[src/rtl/csr_seq_pkg.sv]
// Shared types and constants for the CSR access sequencer.
package csr_seq_pkg;

  localparam int unsigned XLEN       = 32;
  localparam int unsigned CSR_ADDR_W = 12;
  localparam int unsigned REG_IDX_W  = 5;

  typedef enum logic [2:0] {
    ST_IDLE,
    ST_REQ1,
    ST_WAIT1,
    ST_REQ2,
    ST_WAIT2,
    ST_DONE,
    ST_EXCP,
    ST_DRAIN
  } state_e;

  localparam logic [2:0] F3_RW  = 3'b001;
  localparam logic [2:0] F3_RS  = 3'b010;
  localparam logic [2:0] F3_RC  = 3'b011;
  localparam logic [2:0] F3_RWI = 3'b101;
  localparam logic [2:0] F3_RSI = 3'b110;
  localparam logic [2:0] F3_RCI = 3'b111;

  localparam logic [1:0] TMU_OP_NONE  = 2'b00;
  localparam logic [1:0] TMU_OP_WRITE = 2'b01;

  localparam logic [3:0] CAUSE_ILLEGAL_INSN = 4'd2;

  // funct3 000 and 100 are not Zicsr encodings.
  function automatic logic f3_is_illegal(input logic [2:0] f3);
    return f3[1:0] == 2'b00;
  endfunction

endpackage

[src/rtl/csr_sequencer.sv]
// Issues a committed Zicsr instruction to the CSR file as one or two
// single-beat requests and reports a writeback or an illegal-instruction trap.
module csr_sequencer
  import csr_seq_pkg::*;
#(
  parameter int unsigned ROB_ID_W = 6
) (
  input  logic                  cpu_clock_i,
  input  logic                  cpu_reset_i,
  input  logic                  csr_valid_i,
  output logic                  csr_ready_o,
  input  logic [2:0]            csr_funct3_i,
  input  logic [11:0]           csr_address_i,
  input  logic [4:0]            csr_rs1_i,
  input  logic [31:0]           csr_rs1_data_i,
  input  logic [4:0]            csr_rd_i,
  input  logic [ROB_ID_W-1:0]   csr_rob_id_i,
  input  logic [31:0]           csr_insn_i,
  input  logic                  flush_i,
  output logic                  tmu_valid_o,
  output logic [11:0]           tmu_address_o,
  output logic [1:0]            tmu_opcode_o,
  output logic                  tmu_wr_en_o,
  output logic [31:0]           tmu_data_o,
  input  logic                  tmu_done_i,
  input  logic                  tmu_excp_i,
  input  logic [31:0]           tmu_data_i,
  output logic                  wb_valid_o,
  output logic [4:0]            wb_rd_o,
  output logic [31:0]           wb_data_o,
  output logic [ROB_ID_W-1:0]   wb_rob_id_o,
  output logic                  flush_o,
  output logic                  excp_valid_o,
  output logic [3:0]            excp_cause_o,
  output logic [31:0]           excp_tval_o,
  output logic [ROB_ID_W-1:0]   excp_rob_id_o
);

  state_e                  state_q, state_d;
  logic [CSR_ADDR_W-1:0]   addr_q, addr_d;
  logic [1:0]              op_q, op_d;
  logic                    two_phase_q, two_phase_d;
  logic                    has_write_q, has_write_d;
  logic [XLEN-1:0]         wdata_q, wdata_d;
  logic [XLEN-1:0]         old_q, old_d;
  logic [REG_IDX_W-1:0]    rd_q, rd_d;
  logic [ROB_ID_W-1:0]     rob_q, rob_d;
  logic [XLEN-1:0]         insn_q, insn_d;
  logic                    drain_done_q, drain_done_d;

  logic                    accept_c;
  logic [XLEN-1:0]         operand_c;
  logic [XLEN-1:0]         merged_c;

  // State and instruction latch.
  always_ff @(posedge cpu_clock_i) begin
    if (cpu_reset_i) begin
      state_q      <= ST_IDLE;
      addr_q       <= '0;
      op_q         <= '0;
      two_phase_q  <= 1'b0;
      has_write_q  <= 1'b0;
      wdata_q      <= '0;
      old_q        <= '0;
      rd_q         <= '0;
      rob_q        <= '0;
      insn_q       <= '0;
      drain_done_q <= 1'b0;
    end else begin
      state_q      <= state_d;
      addr_q       <= addr_d;
      op_q         <= op_d;
      two_phase_q  <= two_phase_d;
      has_write_q  <= has_write_d;
      wdata_q      <= wdata_d;
      old_q        <= old_d;
      rd_q         <= rd_d;
      rob_q        <= rob_d;
      insn_q       <= insn_d;
      drain_done_q <= drain_done_d;
    end
  end

  assign accept_c  = (state_q == ST_IDLE) && csr_valid_i && !flush_i;
  assign operand_c = csr_funct3_i[2] ? XLEN'(csr_rs1_i) : csr_rs1_data_i;

  // Next state.
  always_comb begin
    state_d = state_q;
    case (state_q)
      ST_IDLE:  if (accept_c) state_d = f3_is_illegal(csr_funct3_i) ? ST_EXCP : ST_REQ1;
      ST_REQ1:  state_d = flush_i ? ST_IDLE : ST_WAIT1;
      ST_WAIT1: begin
        if (flush_i)         state_d = ST_DRAIN;
        else if (tmu_done_i) state_d = tmu_excp_i ? ST_EXCP : (two_phase_q ? ST_REQ2 : ST_DONE);
      end
      // The second strobe is already on the bus, so a kill must still drain it.
      ST_REQ2:  state_d = flush_i ? ST_DRAIN : ST_WAIT2;
      ST_WAIT2: begin
        if (flush_i)         state_d = ST_DRAIN;
        else if (tmu_done_i) state_d = tmu_excp_i ? ST_EXCP : ST_DONE;
      end
      ST_DONE:  state_d = ST_IDLE;
      ST_EXCP:  state_d = ST_IDLE;
      ST_DRAIN: if (drain_done_q || tmu_done_i) state_d = ST_IDLE;
      default:  state_d = ST_IDLE;
    endcase
  end

  // Read-modify-write merge of the old value with the latched operand.
  always_comb begin
    if (op_q == F3_RS[1:0])      merged_c = tmu_data_i | wdata_q;
    else if (op_q == F3_RC[1:0]) merged_c = tmu_data_i & ~wdata_q;
    else                         merged_c = wdata_q;
  end

  // Datapath latch updates.
  always_comb begin
    addr_d       = addr_q;
    op_d         = op_q;
    two_phase_d  = two_phase_q;
    has_write_d  = has_write_q;
    wdata_d      = wdata_q;
    old_d        = old_q;
    rd_d         = rd_q;
    rob_d        = rob_q;
    insn_d       = insn_q;
    drain_done_d = drain_done_q;

    if (accept_c) begin
      addr_d       = csr_address_i;
      op_d         = csr_funct3_i[1:0];
      has_write_d  = (csr_funct3_i[1:0] == F3_RW[1:0]) || (csr_rs1_i != '0);
      two_phase_d  = (csr_funct3_i[1:0] != F3_RW[1:0]) && (csr_rs1_i != '0);
      wdata_d      = operand_c;
      old_d        = '0;
      rd_d         = csr_rd_i;
      rob_d        = csr_rob_id_i;
      insn_d       = csr_insn_i;
      drain_done_d = 1'b0;
    end

    if ((state_q == ST_WAIT1) && tmu_done_i && !tmu_excp_i && !flush_i) begin
      old_d   = tmu_data_i;
      wdata_d = merged_c;
    end

    // A response arriving alongside the kill means DRAIN has nothing left to wait for.
    if ((state_q == ST_WAIT1) || (state_q == ST_WAIT2)) drain_done_d = flush_i && tmu_done_i;
    else if (state_q == ST_REQ2)                         drain_done_d = 1'b0;
  end

  // Outputs decoded from the state register and the latch.
  always_comb begin
    csr_ready_o   = (state_q == ST_IDLE);
    tmu_valid_o   = (state_q == ST_REQ1) || (state_q == ST_REQ2);
    tmu_opcode_o  = tmu_valid_o ? TMU_OP_WRITE : TMU_OP_NONE;
    tmu_wr_en_o   = (state_q == ST_REQ2) ||
                    ((state_q == ST_REQ1) && has_write_q && !two_phase_q);
    tmu_address_o = addr_q;
    tmu_data_o    = wdata_q;
    wb_valid_o    = (state_q == ST_DONE);
    wb_rd_o       = rd_q;
    wb_data_o     = old_q;
    wb_rob_id_o   = rob_q;
    flush_o       = (state_q == ST_DONE) && has_write_q;
    excp_valid_o  = (state_q == ST_EXCP);
    excp_cause_o  = excp_valid_o ? CAUSE_ILLEGAL_INSN : 4'd0;
    excp_tval_o   = insn_q;
    excp_rob_id_o = rob_q;
  end

endmodule

[config.mk]
export PLATFORM = sky130hd
export DESIGN_NAME = csr_sequencer
export DESIGN_NICKNAME = d
export VERILOG_FILES = /design/src/rtl/csr_seq_pkg.sv /design/src/rtl/csr_sequencer.sv
export SDC_FILE = /design/constraint.sdc
export NUM_CORES = 1
export LEC_CHECK = 0
export CAP_MARGIN = 20
export CORE_UTILIZATION = 43
export DETAILED_ROUTE_END_ITERATION = 10
export GPL_ROUTABILITY_DRIVEN = 1
export GPL_TIMING_DRIVEN = 0
export PLACE_DENSITY = 0.86
export SYNTH_ARGS = -nofsm -noshare
export SYNTH_HDL_FRONTEND = slang
export SYNTH_SLANG_ARGS = --single-unit
export TNS_END_PERCENT = 100
[constraint.sdc]
create_clock -name cpu_clock_i -period 4.4 [get_ports cpu_clock_i]
set_clock_uncertainty 0.05 [all_clocks]
set_input_delay 0.66 -clock cpu_clock_i [delete_from_list [all_inputs] [get_ports cpu_clock_i]]
set_output_delay 0.66 -clock cpu_clock_i [all_outputs]
set_load 0.02 [all_outputs]
=== After elaboration in Yosys (flattened, before gate mapping) ===
Index checks and enable logic that the tools add are counted.

* Logic and storage cells: 81
* Flip-flop bits (word level): 127
* Input port bits: 133
* Output and inout port bits: 137

* Equality and inequality tests: 16
* Reduce and logical (&&, ||, !) cells: 26
* Bitwise logic cells: 3
* Multiplexer cells: 25

{| class="wikitable"
|+ Operators by type and width
! kind !! count
|-
| $mux W32 || 7
|-
| $and A32 B32 Y32 || 1
|-
| $not A32 Y32 || 1
|-
| $or A32 B32 Y32 || 1
|-
| $mux W3 || 9
|-
| $pmux W3 S7 || 1
|-
| $eq A3 B3 Y1 const B || 4
|-
| $logic_and A1 B1 Y1 || 10
|-
| $ne A3 B3 Y1 const B || 3
|-
| $mux W2 || 4
|-
| $eq A3 B2 Y1 const B || 2
|-
| $logic_or A1 B1 Y1 || 5
|-
| $reduce_bool A5 Y1 || 1
|-
| $eq A2 B2 Y1 const B || 2
|-
| $mux W1 || 4
|-
| $ne A2 B1 Y1 const B || 2
|-
| $reduce_and A4 Y1 || 1
|-
| $eq A3 B1 Y1 const B || 1
|-
| $logic_not A1 Y1 || 3
|-
| $logic_not A3 Y1 || 1
|-
| $reduce_bool A3 Y1 || 1
|-
| $eq A2 B1 Y1 const B || 1
|-
| $logic_not A2 Y1 || 1
|-
| $ne A2 B2 Y1 const B || 1
|-
| other kinds (3) || 3
|}

=== Longest topological paths before layout ===
Gate-level depths: netlist (run 1).

* Word-level depth: 6
* Depth in mapped cells: 9
* Gate-level depth less buffers: 6

=== Worst setup path before layout (run 1) ===
No wires, ideal clock.

* Kind: input to register
* Start point: in flush_i
* End point: reg wdata_q[10] (netlist: tmu_data_o[10])
* Buffers on the path: 3
* Setup slack: 2.300 ns
* Library setup time: 0.059 ns
* Cell stages on the path: 7
* Arrival time: 1.991 ns
* Data required time: 4.291 ns
* Cells stage by stage: clkbuf_1 nor2_2 and2_4 buf_6 a311oi_4 buf_6 a22o_1

* Cells in the longest elaborated chain, start to end: 4
* Elaborated cells on any way between the ends: 7
* Those cells by class: 1 x eq/ne; 1 x mux; 5 x reduce/logical

{| class="wikitable"
|+ RTL lines
! item !! line !! RTL
|-
| from (decl) || csr_sequencer.sv:19 || <nowiki>input logic flush_i,</nowiki>
|-
| $logic_not A1 Y1 (*) || csr_sequencer.sv:84, csr_sequencer.sv:143 ||
|-
| $logic_and A1 B1 Y1 (on tied branches) || csr_sequencer.sv:143, csr_sequencer.sv:84 ||
|-
| $ne A3 B3 Y1 (no source line) / $reduce_bool A2 Y1 (equally long branches) || -- ||
|-
| $reduce_and A2 Y1 (no source line) || -- ||
|-
| to (signal assigned) || csr_sequencer.sv:75 || <nowiki>wdata_q <= wdata_d;</nowiki>
|-
| to (decl) || csr_sequencer.sv:44 || <nowiki>logic [XLEN-1:0] wdata_q, wdata_d;</nowiki>
|}

Every way passes the cells marked *; elsewhere a longest branch is shown, timed or not.
A chain may end at the register's enable or synchronous reset.

=== Final worst setup path (run 1) ===
* Start point: reg state_q[2]
* End point: out excp_cause_o[1]

* Cells in the longest elaborated chain, start to end: 2

{| class="wikitable"
|+ RTL lines
! item !! line !! RTL
|-
| from (decl) || csr_sequencer.sv:39 || <nowiki>state_e state_q, state_d;</nowiki>
|-
| from (signal assigned) || csr_sequencer.sv:70 || <nowiki>state_q <= state_d;</nowiki>
|-
| $eq A3 B3 Y1 || csr_sequencer.sv:167 || <nowiki>excp_valid_o = (state_q == ST_EXCP);</nowiki>
|-
| $mux W2 || csr_sequencer.sv:168 || <nowiki>excp_cause_o = excp_valid_o ? CAUSE_ILLEGAL_INSN : 4'd0;</nowiki>
|-
| to (decl) || csr_sequencer.sv:34 || <nowiki>output logic [3:0] excp_cause_o,</nowiki>
|}

No other way between the ends.

==> summary.md, run 1 <==
| Metric | Value |
|---|---|
| Nets@finish | `1,044` |
| HP Start | `tmu_address_o[2]$_SDFFE_PP0P_` |
| Failing checks | `DRC` |
| Final Hold Vio Count | `0` |
| Number of global-route vias before repair | `5,318` |
| Final WL | `17.3 mm` |
| Layout cells sized above 1 | `5.85%` |
| DR pass1 iterations | `7` |
| Die width | `112 um` |
| Placed Cells incl. Taps | `1,035` |
| # clock sinks | `127` |
| CP startpoint | `state_q[2]$_SDFFE_PP0P_` |
| Slowest CP cell | `clkdlybuf4s50_1` |
| Final period utilization | `67.9%` |
| WP buf/inv | `3` |
| H-Tree Depth | `4` |
| DRT antenna net count | `0` |
| Final setup fails | `0` |
| TritonCTS clock tree | `done` |
| DR WL/cell | `16.2 um` |
| CP endpoint | `excp_cause_o[1]` |
| Post_cts resized | `0` |
| HPWL after detailed placement | `12.7 mm` |
| Start of the worst register-to-register path | `state_q[0]$_SDFFE_PP0P_` |
| Top-Level Pins | `270` |
| Max cap viols | `0` |
| Power, Total | `0.00396 W` |
| Max VDD drop | `0.358 mV` |
| Port Buffers | `263` |
| Crit-path cells | `clkbuf_1, nand2_1, nor2_1, buf_4, clkdlybuf4s50_1` |
| Worst slew pin tran | `0.547 ns` |
| Ant diodes | `0` |
| Endpoint class of the critical path | `primary output` |
| Row count | `39` |
| Drt via density | `5.20` |
| R2R cell count | `9` |
| Relative slew margins | `63.5%` |
| Core area | `0.0116 mm^2` |
| Post-synthesis cell area | `0.00520 mm^2` |
| Post-synth top flop | `dfxtp_1` |
| Total negative setup slack | `0 ns` |
| Clock root buffer | `clkbuf_16` |
| Cts hold-fix bufs | `0` |
| Unique masters post-synth | `41` |
| Required @ worst endpoint | `3.69 ns` |
| First-pass GRT wire length | `27.3 mm` |
| Arr. time, crit path | `2.28 ns` |
| Area Growth Syn to Fin | `65.5%` |
| Register area share after synthesis | `48.9%` |
| Mapped Avg Cell Area | `8.31 um^2` |
| RSZ-0062 raised after global routing | `false` |
| R2r endpoint | `excp_rob_id_o[1]$_SDFFE_PP0P_` |
| Setup CP Type | `reg -> out` |
| Worst-skew pair later-pin latency | `0.41 ns` |
| Synthesis-stage register bit count | `127` |
| Critical Path Fanout Max | `10` |
| Fmax achieved | `0.335 GHz` |
| Slew Limit Fails | `0` |
| Hold WC Path Type | `reg -> reg` |
| DRC Markers | `14` |
| Chip Height | `112 um` |
| CP peak stage delay | `0.61 ns` |
| GPL Wtd Cong | `0.822` |
| Gr ovfl total | `0` |
| Run status | `finished with violations` |
| Post-CTS Setup Repair Bufs | `0` |
| All-Layer GR Usage | `27.9%` |
| Worst path depth | `5` |
| Clock buffer depth | `2` |
| Crit start category | `register` |
| Initial antenna violation count | `0` |
| Layout Cells excl Fill | `1,066` |
| Asr flop ratio synth | `0%` |
| CP delay by family, top | `buffers and inverters` |
| YS warnings | `0` |
| Largest net degree at the start of global routing | `17` |
| Initial core utilization | `44.8%` |
| Leak | `3.07 nW` |
| PD cells | `460 mW/mm^2` |
| EDFF count, synth | `0` |
| Iter 0 DRT Violations | `304` |
| Die area | `0.0125 mm^2` |
| Tmin final | `2.99 ns` |
| CTS Buf Count | `17` |
| Worst-path clk slew | `0.05 ns` |
| Total number of vias | `5,545` |
| Syn Inst Count | `626` |
| R2R Setup Slk | `2.24 ns` |
[worst min path at each step]
stage / endpoint / slack, ns / cells after the start
after floorplan: two_phase_q$_SDFFE_PP0P_ / 0.40 / 2
after global routing: tmu_address_o[3]$_SDFFE_PP0P_ / 0.42 / 2
after global placement: tmu_address_o[9]$_SDFFE_PP0P_ / 0.39 / 2
after CTS: excp_tval_o[22]$_SDFFE_PP0P_ / 0.40 / 2
after detailed placement: excp_tval_o[22]$_SDFFE_PP0P_ / 0.40 / 2
final: tmu_address_o[2]$_SDFFE_PP0P_ / 0.40 / 2
[report_power, final]
part / switching [W] / internal [W] / total [W]
combinational: 0.000671 / 0.000544 / 0.00121
clock: 0.000485 / 0.000904 / 0.00139
sequential: 0.0000801 / 0.00128 / 0.00136
[per-layer routing]
| layer | vias to the layer above | track usage [%] | share of wire [%] |
|---|---|---|---|
| met5 | - | 0 | 0 |
| met2 | 199 | 47.7 | 49 |
| met1 | 2585 | 32.3 | 41 |
| li1 | 2721 | - | - |
| met4 | 0 | 12.5 | 3.2 |
| met3 | 40 | 7.95 | 6.8 |
[area by class of cell]
cell class / count / area [um^2]
fill: 909 / 3000
timing repair buffer: 263 / 2630
sequential: 127 / 2540
multi-input combinational: 406 / 2220
clock buffer: 26 / 509
buffer: 64 / 329
tap: 143 / 179
inverter: 32 / 120
clock inverter: 5 / 77.6
[cells by family after synthesis]
| family | synth area share, % |
|---|---|
| AOI/OAI and AO/OA | 23.8 |
| xor gates and xnor gates | 0.168 |
| buffers and inverters | 8.63 |
| DFF | 48.9 |
| muxes | 0.962 |
| other | 0.0721 |
| and+or+nand+nor | 17.5 |
[Yosys cell counts, types with 2 or more instances]
library cell | instances | area (um^2)
buf_6 | 5 | 56.3
o21ai_0 | 6 | 30.0
o31a_1 | 2 | 17.5
clkbuf_1 | 41 | 154
o22ai_1 | 8 | 50.1
a21oi_1 | 94 | 470
nor2_1 | 9 | 33.8
a31oi_1 | 2 | 12.5
buf_4 | 12 | 90.1
nand3_1 | 38 | 190
a22o_1 | 32 | 280
a32o_1 | 27 | 270
mux2i_1 | 5 | 50.1
buf_2 | 5 | 25.0
dfxtp_1 | 127 | 2540
nand2_1 | 149 | 559
nor3_1 | 2 | 10.0
and2_1 | 2 | 12.5
nand2b_1 | 7 | 43.8
inv_1 | 32 | 120
[layout by cell type (no fill, tap or decap), types with 6 or more instances in the layout]
cell and count:
a32o_1 27, o21ai_0 6, nand3_1 38, clkbuf_16 17, o22ai_1 8, nand2_1 149, dfxtp_1 127, clkbuf_1 45
a22o_1 32, a21oi_1 94, nand2b_1 7, clkdlybuf4s50_1 263, inv_1 32, nor2_1 9, buf_4 12
[sequential cells by signal (all words and copies together), names as in the netlist]
| register | count |
|---|---|
| excp_tval_o | 32 |
| tmu_data_o | 32 |
| wb_data_o | 32 |
| tmu_address_o | 12 |
| excp_rob_id_o | 6 |
| wb_rd_o | 5 |
| state_q | 3 |
| op_q | 2 |
| drain_done_q | 1 |
| has_write_q | 1 |
| two_phase_q | 1 |
[per-stage QoR]
step	hold slack, ns	worst slack (ns)	instance area, um^2	utilization (%)
floorplan	0.403	2.30	5210	-
global placement	0.391	1.37	8030	69.1
detailed placement	0.395	1.31	8030	69.1
CTS	0.402	1.43	8610	74.2
global route	0.418	1.32	8610	74.2
finish	0.401	1.41	8610	74.2
[tightest hold or removal path, cell delays in order (launching register included)]
cell	delay (ns)
dfxtp_1	0.30
nand2_1	0.05
a21oi_1	0.05
Power figures use the tool's default switching activity.
==> inputs of run 2 (changes only) <==
--- a/config.mk
+++ b/config.mk
@@ -6,11 +6,11 @@
 export NUM_CORES = 1
 export LEC_CHECK = 0
 export CAP_MARGIN = 20
-export CORE_UTILIZATION = 43
+export CORE_UTILIZATION = 36
 export DETAILED_ROUTE_END_ITERATION = 10
 export GPL_ROUTABILITY_DRIVEN = 1
 export GPL_TIMING_DRIVEN = 0
-export PLACE_DENSITY = 0.86
+export PLACE_DENSITY = 0.77
 export SYNTH_ARGS = -nofsm -noshare
 export SYNTH_HDL_FRONTEND = slang
 export SYNTH_SLANG_ARGS = --single-unit
==> constraint.sdc (replaced) <==
create_clock -name cpu_clock_i -period 2.7 [get_ports cpu_clock_i]
set_clock_uncertainty 0.05 [all_clocks]
set_input_delay 0.405 -clock cpu_clock_i [delete_from_list [all_inputs] [get_ports cpu_clock_i]]
set_output_delay 0.405 -clock cpu_clock_i [all_outputs]
set_load 0.02 [all_outputs]
==> summary.md, run 2 (synthesis gave the netlist of run 1 again) <==
| Metric | Value |
|---|---|
| Run status | `finished clean` |
| Drt via density | `5.02 (-3.5%)` |
| Nets@finish | `1,044 (unchanged)` |
| CP startpoint | `state_q[0]$_SDFFE_PP0P_` |
| Core area | `0.0140 mm^2 (+20%)` |
| Initial antenna violation count | `0 (unchanged)` |
| HPWL after detailed placement | `12.9 mm (+1.4%)` |
| Most frequent cells in the layout | `263 x clkdlybuf4s50_1, 149 x nand2_1, 127 x dfxtp_1` |
| Multi-input logic area | `0.00222 mm^2 (unchanged)` |
| Post-CTS Setup Repair Bufs | `0 (unchanged)` |
| Final setup fails | `0 (unchanged)` |
| Iter 0 DRT Violations | `276 (-9.2%)` |
| Arr. time, crit path | `2.15 ns (-0.13 ns)` |
| Area post-placement | `0.00807 mm^2 (+0.58%)` |
| Relative slew margins | `59.9% (-3.7 points)` |
| Crit start category | `register` |
| Setup WS post-layout | `0.0926 ns (-1.32 ns)` |
| CTS Buf Count | `17 (unchanged)` |
| PD cells | `759 mW/mm^2 (+65%)` |
| DRC Markers | `0 (-14)` |
| Commonest non-fill, non-tap cell in the layout | `clkdlybuf4s50_1` |
| Setup CP Type | `reg -> out` |
| Area Growth Syn to Fin | `67.1%` |
| DRT antenna net count | `0 (unchanged)` |
| Worst slew pin tran | `0.602 ns (+0.0553 ns)` |
| HP Start | `tmu_address_o[4]$_SDFFE_PP0P_` |
| Fmax achieved | `0.384 GHz` |
| Top-Level Pins | `270 (unchanged)` |
| All-Layer GR Usage | `23.0% (-4.9 points)` |
| Final period utilization | `96.6%` |
| TritonCTS clock tree | `done` |
| Start of the worst register-to-register path | `state_q[2]$_SDFFE_PP0P_` |
| Clock buffer depth | `2 (unchanged)` |
| Worst-path clk slew | `0.06 ns (about the same)` |
| Total number of vias | `5,540 (-0.090%)` |
| Layout cells sized above 1 | `6.71% (+0.86 points)` |
| # clock sinks | `127 (unchanged)` |
| Max cap viols | `0 (unchanged)` |
| Filler cell count | `1,239 (+36%)` |
| Power, Total | `0.00660 W (+67%)` |
| DR WL/cell | `15.8 um (-2.6%)` |
| Placed Cells incl. Taps | `1,072 (+3.6%)` |
| Required @ worst endpoint | `2.25 ns (-1.44 ns)` |
| Pre-CTS setup slack | `-0.196 ns (-1.50 ns)` |
| Hold WC Path Type | `reg -> reg` |
| GPL Wtd Cong | `0.853 (+3.7%)` |
| Total negative setup slack | `0 ns (unchanged)` |
| Ant diodes | `0 (unchanged)` |
| Initial core utilization | `37.2% (-7.6 points)` |
| Leak | `3.08 nW (+0.35%)` |
| H-Tree Depth | `4 (unchanged)` |
| Register Area | `0.00254 mm^2 (unchanged)` |
| Tmin final | `2.61 ns` |
| Clock root buffer | `clkbuf_16` |
| Final Hold Vio Count | `0 (unchanged)` |
| Number of global-route vias before repair | `5,146 (-3.2%)` |
| Max VDD drop | `0.402 mV (+12%)` |
| Final std cell area, no fill | `0.00869 mm^2 (+0.96%)` |
| Worst-skew pair later-pin latency | `0.41 ns (about the same)` |
| Layout Cells excl Fill | `1,104 (+3.6%)` |
| Endpoint class of the critical path | `primary output` |
| DR pass1 iterations | `5 (-2)` |
| Row count | `43 (+10%)` |
| Slew Limit Fails | `0 (unchanged)` |
| Die width | `122 um (+9.1%)` |
| Chip Height | `122 um (+9.1%)` |
| Largest net degree at the start of global routing | `17 (unchanged)` |
| Final WL | `17.4 mm (+0.92%)` |
| Gr ovfl total | `0 (unchanged)` |
| First-pass GRT wire length | `26.4 mm (-3.4%)` |
| Port Buffers | `263 (unchanged)` |
| Die area | `0.0149 mm^2 (+19%)` |
| Critical Path Fanout Max | `10 (unchanged)` |
## run 2: area by class of cell
cell class / instances / area share, %
buffer: 64 / 3.83
clock buffer: 17 / 4.89
clock inverter: 15 / 2.23
inverter: 32 / 1.38
multi-input combinational: 406 / 25.6
sequential: 127 / 29.2
tap: 180 / 2.59
timing repair buffer: 263 / 30.3
## run 2: worst max-delay path, stage by stage, from the launching register on
cell	delay, ns
dfxtp_1	0.39
clkbuf_1	0.36
and3_1	0.25
and2_1	0.12
clkdlybuf4s50_1	0.61
## run 2: through the flow
step	hold slack, ns	utilization [%]
floorplan	0.403	-
global placement	0.391	57.7
detailed placement	0.396	57.7
CTS	0.403	62.1
global route	0.417	62.2
finish	0.402	62.2
## run 2: what timing repair did
item	4_1_cts	5_1_grt
hold buffers	0	0
setup endpoints to repair	1	9
resized for setup	1	4
## run 2: path summary, 6_finish.rpt
| kind | to | slack, ns | cells after the start |
|---|---|---|---|
| worst min register to register | tmu_address_o[4]$_SDFFE_PP0P_ | 0.40 | 2 |
| worst min-delay path | tmu_address_o[4]$_SDFFE_PP0P_ | 0.40 | 2 |
| worst max register to register | wb_data_o[9]$_SDFFE_PP0P_ | 0.47 | 8 |
| worst max-delay path | flush_o | 0.09 | 4 |
## run 2: routing by layer
metal / track usage (%) / share of wire, % / vias to the layer above
li1: - / - / 2735
met4: 10.4 / 2.4 / 0
met3: 5.48 / 7.1 / 31
met1: 28.2 / 42 / 2558
met2: 38.0 / 49 / 216
met5: 0 / 0 / -
## run 2: power by group
group / leakage, nW / switching, W / internal [W]
Clock: 0.287 / 0.000869 / 0.00154
Sequential: 1.03 / 0.000130 / 0.00208
Combinational: 1.76 / 0.00110 / 0.000891
==> inputs of run 3 (changes only) <==
--- a/config.mk
+++ b/config.mk
@@ -6,11 +6,13 @@
 export NUM_CORES = 1
 export LEC_CHECK = 0
 export CAP_MARGIN = 20
-export CORE_UTILIZATION = 36
+export CORE_AREA = 2 2 104 106
 export DETAILED_ROUTE_END_ITERATION = 10
+export DIE_AREA = 0 0 106 108
+export DONT_BUFFER_PORTS = 1
 export GPL_ROUTABILITY_DRIVEN = 1
 export GPL_TIMING_DRIVEN = 0
-export PLACE_DENSITY = 0.77
+export PLACE_DENSITY = 0.68
 export SYNTH_ARGS = -nofsm -noshare
 export SYNTH_HDL_FRONTEND = slang
 export SYNTH_SLANG_ARGS = --single-unit
==> summary.md, run 3 (synthesis gave the netlist of run 1 again) <==
| Metric | Value |
|---|---|
| Fmax achieved | `0.402 GHz (+4.8%)` |
| HP Start | `tmu_data_i[4]` |
| Hold path cells | `2 (unchanged)` |
| Chip Height | `108 um (-12%)` |
| Ant diodes | `0 (unchanged)` |
| Final period utilization | `92.1% (-4.5 points)` |
| Layout cells sized above 1 | `7.66% (+0.95 points)` |
| Setup WS post-layout | `0.213 ns (+0.120 ns)` |
| Run status | `finished clean` |
| Top-Level Pins | `270 (unchanged)` |
| Arr. time, crit path | `2.03 ns (-0.12 ns)` |
| R2r endpoint | `wb_rd_o[3]$_SDFFE_PP0P_` |
| Iter 0 DRT Violations | `282 (+2.2%)` |
| Crit-path cells | `clkbuf_1, nand2_1, nor2_1, buf_4` |
| Initial core utilization | `50.8% (+14 points)` |
| Area Growth Syn to Fin | `30.6%` |
| CP peak stage delay | `0.43 ns (-0.18 ns)` |
| Setup CP Type | `reg -> out` |
| Final Hold Vio Count | `0 (unchanged)` |
| WP buf/inv | `2 (unchanged)` |
| Crit start category | `register` |
| PD cells | `868 mW/mm^2 (+14%)` |
| Total negative setup slack | `0 ns (unchanged)` |
| CTS Buf Count | `17 (unchanged)` |
| Worst slew pin tran | `0.580 ns (-0.0226 ns)` |
| First-pass GRT wire length | `25.4 mm (-3.7%)` |
| DRC Markers | `0 (unchanged)` |
| Clock buffer depth | `2 (unchanged)` |
| Die area | `0.0114 mm^2 (-23%)` |
| Commonest non-fill, non-tap cell in the layout | `nand2_1` |
| Hold WC Path Type | `in -> reg` |
| Drt via density | `5.71 (+14%)` |
| Total number of vias | `5,026 (-9.3%)` |
| Pre-CTS setup slack | `0.242 ns (+0.438 ns)` |
| TritonCTS clock tree | `done` |
| Worst-skew pair later-pin latency | `0.49 ns (+0.08 ns)` |
| Gr ovfl total | `0 (unchanged)` |
| GPL Wtd Cong | `0.883 (+3.6%)` |
| Max cap viols | `0 (unchanged)` |
| All-Layer GR Usage | `28.2% (+5.2 points)` |
| Most frequent cells in the layout | `149 x nand2_1, 127 x dfxtp_1, 94 x a21oi_1` |
| Initial antenna violation count | `0 (unchanged)` |
| Tmin final | `2.49 ns (-0.120 ns)` |
| Largest net degree at the start of global routing | `17 (unchanged)` |
| Slew Limit Fails | `0 (unchanged)` |
| R2R cell count | `9 (+1)` |
| Row count | `37 (-14%)` |
| Critical Path Fanout Max | `10 (unchanged)` |
| DRT antenna net count | `0 (unchanged)` |
| DR pass1 iterations | `5 (unchanged)` |
| Slowest CP cell | `dfxtp_1` |
| Endpoint class of the critical path | `primary output` |
| Final setup fails | `0 (unchanged)` |
| Worst Hold Path EP | `wb_data_o[4]$_SDFFE_PP0P_` |
| Required @ worst endpoint | `2.25 ns (about the same)` |
| Leak | `2.43 nW (-21%)` |
| Core area | `0.0102 mm^2 (-27%)` |
| Die width | `106 um (-13%)` |
| # clock sinks | `127 (unchanged)` |
| CP delay by family, top | `buffers and inverters` |
| DR WL/cell | `18.6 um (+18%)` |
| Placed Cells incl. Taps | `765 (-29%)` |
| Clock root buffer | `clkbuf_8` |
| R2R Setup Slk | `0.41 ns (-0.06 ns)` |
| Post-CTS Setup Repair Bufs | `0 (unchanged)` |
| Max VDD drop | `0.457 mV (+14%)` |
| Final WL | `16.4 mm (-5.8%)` |
| Layout Cells excl Fill | `880 (-20%)` |
| H-Tree Depth | `4 (unchanged)` |
| Start of the worst register-to-register path | `state_q[0]$_SDFFE_PP0P_` |
| Nets@finish | `865 (-17%)` |
| Worst hold slack | `0.0522 ns (-0.349 ns)` |
| Worst-path clk slew | `0.06 ns (about the same)` |
| Relative slew margins | `61.5% (+1.6 points)` |
| RSZ-0062 raised after global routing | `false` |
| Number of global-route vias before repair | `5,068 (-1.5%)` |
| HPWL after detailed placement | `11.2 mm (-13%)` |
| Port Buffers | `0 (-100%)` |
## run 3: power by group
group          leakage [nW]  internal (W)  switching (W)
clock network         0.263       0.00134       0.000844
logic                  1.14      0.000464       0.000797
registers              1.03       0.00208       0.000376
total                  2.43       0.00388        0.00202
## run 3: per-layer routing
layer / global-route usage [%] / up-vias / wire length, um
met2: 50.4 / 260 / 8340
met4: 9.68 / 0 / 240
met5: 0 / - / 0
li1: - / 2374 / -
met1: 31.7 / 2372 / 6310
met3: 9.22 / 20 / 1530
## run 3: layout make-up
cell class	count	area, um^2
clock inverters	12	138
clock buffers	19	432
multi-input cells	406	2220
plain buffers	64	329
inverters	32	120
well taps	136	170
flip-flops and latches	127	2540
fillers	857	3440
repair buffers	84	841
## run 3: worst max-delay path by stage
stage | startpoint | endpoint | slack [ns] | cells past startpoint
after global placement | flush_i | tmu_data_o[22]$_SDFFE_PP0P_ | 0.26 | 6
after floorplan | flush_i | tmu_data_o[10]$_SDFFE_PP0P_ | 0.85 | 7
after detailed placement | flush_i | tmu_data_o[13]$_SDFFE_PP0P_ | 0.24 | 6
after global routing | state_q[2]$_SDFFE_PP0P_ | excp_cause_o[1] | 0.06 | 4
after CTS | state_q[2]$_SDFFE_PP0P_ | excp_cause_o[1] | 0.20 | 4
final | state_q[2]$_SDFFE_PP0P_ | excp_cause_o[1] | 0.21 | 4
## run 3: per-stage QoR
step	util [%]	instance area (um^2)	power, W
floorplan	-	5210	0.00333
CTS	66.4	6790	0.00590
global route	66.4	6790	0.00618
finish	66.4	6790	0.00590
detailed placement	52.6	5380	0.00363
global placement	52.6	5380	0.00358
## run 3: worst reg2reg max path: cells and delay by family (launching register included)
family,cells,cell delay (ns)
AO/OA/AOI/OAI,1,0.15
buffers and inverters,4,1.10
AND/OR/NAND/NOR,4,0.56
flip-flops,1,0.34
## run 3: timing repair
| item | 4_1_cts | 5_1_grt |
|---|---|---|
| gates resized for setup | 0 | 0 |
| endpoints found under the hold margin | 84 | 0 |
| hold buffers | 84 | 0 |
